**config.mk**
```make
export PLATFORM = sky130hd
export DESIGN_NAME = divider_recon
export DESIGN_NICKNAME = d
export VERILOG_FILES = /design/src/rtl/divider_recon.sv
export SDC_FILE = /design/constraint.sdc
export NUM_CORES = 1
export LEC_CHECK = 0
export ABC_AREA = 0
export CORE_MARGIN = 1
export CORE_UTILIZATION = 55
export CTS_CLUSTER_SIZE = 40
export DETAILED_ROUTE_END_ITERATION = 6
export PLACE_DENSITY = 0.79
export RECOVER_POWER = 25
export SYNTH_ARGS = -nofsm -noshare
export SYNTH_HDL_FRONTEND = slang
export SYNTH_SLANG_ARGS = --single-unit
```
**constraint.sdc**
```tcl
create_clock -name clk -period 2.5 [get_ports clk]
set_input_delay 0.5 -clock clk [delete_from_list [all_inputs] [get_ports clk]]
set_output_delay 0.5 -clock clk [all_outputs]
set_load 0.05 [all_outputs]
```
**src/rtl/divider_recon.sv**
```systemverilog
// Round-trip checker for the divider: rebuilds dividend = merchant*divisor + remainder
// with an iterative shift-add multiplier, and flags tuples no valid division produces.
module divider_recon #(
  parameter int N = 5,
  parameter int M = 3
) (
  input  logic             clk,
  input  logic             rst,
  input  logic             data_rdy,
  input  logic [N-1:0]     merchant,
  input  logic [M-1:0]     divisor,
  input  logic [M-1:0]     remainder,
  output logic             busy,
  output logic             res_rdy,
  output logic [N+M-1:0]   dividend,
  output logic             err
);

  localparam int W  = N + M;
  localparam int CW = $clog2(N + 1);

  localparam logic [1:0] IDLE = 2'd0;
  localparam logic [1:0] CALC = 2'd1;
  localparam logic [1:0] DONE = 2'd2;

  localparam logic [CW-1:0] LAST = CW'(N - 1);

  logic [1:0]    state;
  logic [CW-1:0] cnt;
  logic [W-1:0]  acc;
  logic [W-1:0]  mcand;
  logic [W-1:0]  acc_next;
  logic [N-1:0]  mplier;
  logic          err_r;

  // Handshake: a tuple is taken at a rising edge where data_rdy=1 and busy=0;
  // data_rdy while busy is dropped. res_rdy pulses one cycle with dividend/err valid.
  assign busy = (state != IDLE);

  always_comb begin
    acc_next = acc + (mplier[0] ? mcand : '0);
  end

  always_ff @(posedge clk) begin
    if (rst) begin
      state    <= IDLE;
      cnt      <= '0;
      acc      <= '0;
      mcand    <= '0;
      mplier   <= '0;
      err_r    <= 1'b0;
      res_rdy  <= 1'b0;
      dividend <= '0;
      err      <= 1'b0;
    end else begin
      case (state)
        IDLE: begin
          res_rdy <= 1'b0;
          if (data_rdy) begin
            acc    <= {{N{1'b0}}, remainder};
            mcand  <= {{N{1'b0}}, divisor};
            mplier <= merchant;
            cnt    <= '0;
            err_r  <= (divisor == '0) || (remainder >= divisor);
            state  <= CALC;
          end
        end
        CALC: begin
          acc    <= acc_next;
          mcand  <= mcand << 1;
          mplier <= mplier >> 1;
          cnt    <= cnt + 1'b1;
          // Fixed N iterations even for merchant==0, so latency never varies.
          if (cnt == LAST) begin
            dividend <= acc_next;
            err      <= err_r;
            res_rdy  <= 1'b1;
            state    <= DONE;
          end
        end
        DONE: begin
          res_rdy <= 1'b0;
          state   <= IDLE;
        end
        default: begin
          res_rdy <= 1'b0;
          state   <= IDLE;
        end
      endcase
    end
  end

endmodule
```
==> flow_metrics.tcl <==
set metrics [dict create \
    firstDrtPassIters 4 \
    cts.hold.buffers_added 0 \
    std_cell_rows 21 \
    vias 1742 \
    run_status "completed" \
    pin_count 25 \
    final_area_sq_um 2310 \
    grt_pass1_wl_microns 6910 \
    post_cts_resized 0 \
    start_util_pct 58.3 \
    post_cts_buffers 0 \
    clockBufferDepth 2 \
    grt_busiest_layer "met2" \
    crit_path_end_kind "primary output" \
    drt_iter0_drc 97 \
    power.density_nw_per_um2 525 \
    synth_edf_count 0 \
    critical_path_class "flop to primary output" \
    final_nets 290 \
    routed_via_density 5.62 \
    use_met3_pct 4.83 \
    max_cap_violations 0 \
    crit_chain "nor2_1 -> inv_1 -> clkdlybuf4s50_1" \
    crit_path_start_kind "flop" \
    max-slew-margin-rel_pct 23.7 \
    synthCells 238 \
    p_leak_nw 0.907 \
    fp.dieW_microns 61.7 \
    core-area_sq_um 3360 \
    fin_cells 310 \
    arrival_ns 1.64 \
    cts_tree "built" \
    ys_seq_elements 37 \
    crit_slowest_cell "clkdlybuf4s50_1" \
    clock.fmax_mhz 467 \
    detail-route-antenna-nets 0 \
    wl_per_cell_microns 13.5 \
    finalHoldViolations 0 \
    multiInputGateArea_sq_um 1110 \
    grt_use_met1_pct 31.8 \
    die_y_microns 61.7 \
    synth_seq_area_share_pct 37.8 \
    path_max_fanout 4 \
    finalSetupViolCount 0 \
    post_dp_cell_area_sq_um 2230 \
    period_needed_ns 2.14 \
    grt_max_degree 35 \
    slew_violations 0 \
    drc_errors 0 \
    fin_crit_sh_pct 85.7 \
    synth_flop_cell "dfxtp_1" \
    clkTransAtPathRegs_ns 0.10 \
    ys_types 45 \
    syn_avg_cell_area_sq_um 8.23 \
    antenna_cells 0 \
    port_buffers 24 \
    synth_fp_nets 265 \
    dpl.cell_count 302 \
    cpPeakStageDelay_ns 0.79 \
    grt-ovfl-total 0 \
    grt_pass1_vias 1578 \
    postRouteWirelength_microns 4200 \
    dp_hpwl_microns 3000 \
    async_reset_ff_share_pct 0 \
    cp.required_ns 2.00 \
    antenna_found_initial 0 \
    hold_class "flop to flop" \
    ir_worst_vdd_v 0.000349 \
    setup_tns_ns 0 \
    syn_area_sq_um 1960 \
    dieArea_sq_um 3810 \
    ff_latch_area_sq_um 741 \
    fillerInstances 322 \
    grt_usage_pct 25.0 \
    clock_latency_ns 0.34 \
    drive_above_1_share_pct 7.20 \
    place_congestion 0.796 \
    cts-root-buf "clkbuf_4" \
    grtUsageMet2_pct 41.6 \
    cts-htree-levels 2 \
    cts_sinks 37 \
    area_growth_pct 18.0 \
    cts_buffers 5 \
    worst-slew-pin-transition_ns 1.14 \
    yosysWarnings 0 \
    cp_top_family "buffers and inverters" \
    rsz0062_at_grt "no" \
    worst-path-buf-inv 2 \
    finClkSkew_ns 0.0119 \
]
[cell type report]
| class | instances | area share, % |
|---|---|---|
| Tap cell | 46 | 2.49 |
| Multi-Input combinational cell | 179 | 48.0 |
| Clock buffer | 7 | 2.38 |
| Sequential cell | 37 | 32.0 |
| Clock inverter | 1 | 1.30 |
| Timing Repair Buffer | 31 | 12.3 |
| Inverter | 9 | 1.46 |
[worst reg2reg max path, stage by stage (launching register included)]
cell and delay, ns:
dfxtp_1 0.36, and2_1 0.13, ha_1 0.18, inv_1 0.06
fa_1 0.41, nor2b_1 0.23, o31ai_1 0.14, a211oi_1 0.36
o31ai_1 0.10
[cells in the mapped netlist (6+ instances only)]
cell,count,area [sq um]
and2_1,6,37.5
a21oi_1,21,105
inv_1,9,33.8
dfxtp_1,37,741
clkbuf_1,6,22.5
nand3_1,14,70.1
nand2_1,38,143
ha_1,12,150
a311oi_1,7,61.3
nor2_1,22,82.6
[layout by cell type, fill, tap and decap left out, drive strengths merged, types with 2 or more instances in the layout]
master | synthesis | layout
nor2b | 2 | 2
dfxtp | 37 | 37
a211oi | 3 | 3
xnor2 | 2 | 2
nand3 | 14 | 14
o211a | 2 | 2
o211ai | 3 | 3
nor4 | 2 | 2
nand2 | 38 | 38
and2 | 6 | 6
a21oi | 21 | 21
nand4b | 3 | 3
a311oi | 7 | 7
o311ai | 3 | 3
a21o | 2 | 2
o21ai | 2 | 2
nand4 | 2 | 2
o21a | 3 | 3
buf | 6 | 5
nor3 | 4 | 4
clkbuf | 7 | 9
nand3b | 3 | 3
nor2 | 23 | 23
nand2b | 4 | 4
clkdlybuf4s50 | 0 | 23
o31ai | 3 | 3
or2 | 3 | 3
xor2 | 2 | 2
nor3b | 2 | 2
inv | 9 | 9
ha | 12 | 12
[flip-flops by register name, summed over array words and instances, names as in the netlist]
name and cells:
acc 8, mcand 8, mplier 5, res_rdy 1, err 1, err_r 1
cnt 3, state 2, dividend 8
[kinds of logic after synthesis]
kind of cell,count (synthesis),share of synthesized area (%)
compound gates,54,19.1
simple gates,108,27.1
flops,37,37.8
buf+inv,22,5.56
fa+ha+maj,13,8.68
xor+xnor,4,1.79
[routing by layer]
metal / wire length, microns / vias to the layer above
met5: 0 / -
met1: 2050 / 805
met2: 1910 / 37
li1: - / 893
met4: 73 / 0
met3: 160 / 7
[through the flow]
stage                     power, mW  setup WS, ns  utilization [%]  hold WS [ns]
after CTS                      1.23         0.333             69.0         0.474
final                          1.21         0.358             68.8         0.469
after floorplan               0.742         0.609                -         0.432
after global placement        0.794         0.343             66.4         0.448
after global routing           1.27         0.222             68.8         0.504
after detailed placement      0.796         0.293             66.4         0.453
[final timing paths]
path | startpoint | depth (start not counted) | to | slack [ns]
max | state[0] | 3 | busy | 0.36
min | dividend[0] | 2 | dividend[0] | 0.47
max reg2reg | mplier[0] | 8 | acc[6] | 0.40
min reg2reg | dividend[0] | 2 | dividend[0] | 0.47
[report_power, final]
part | total [mW] | internal [mW] | switching [mW]
registers | 0.625 | 0.611 | 0.0140
logic | 0.156 | 0.0636 | 0.0927
clock network | 0.432 | 0.239 | 0.193
total | 1.21 | 0.913 | 0.300
No activity file was read; power rests on OpenSTA's default activity.
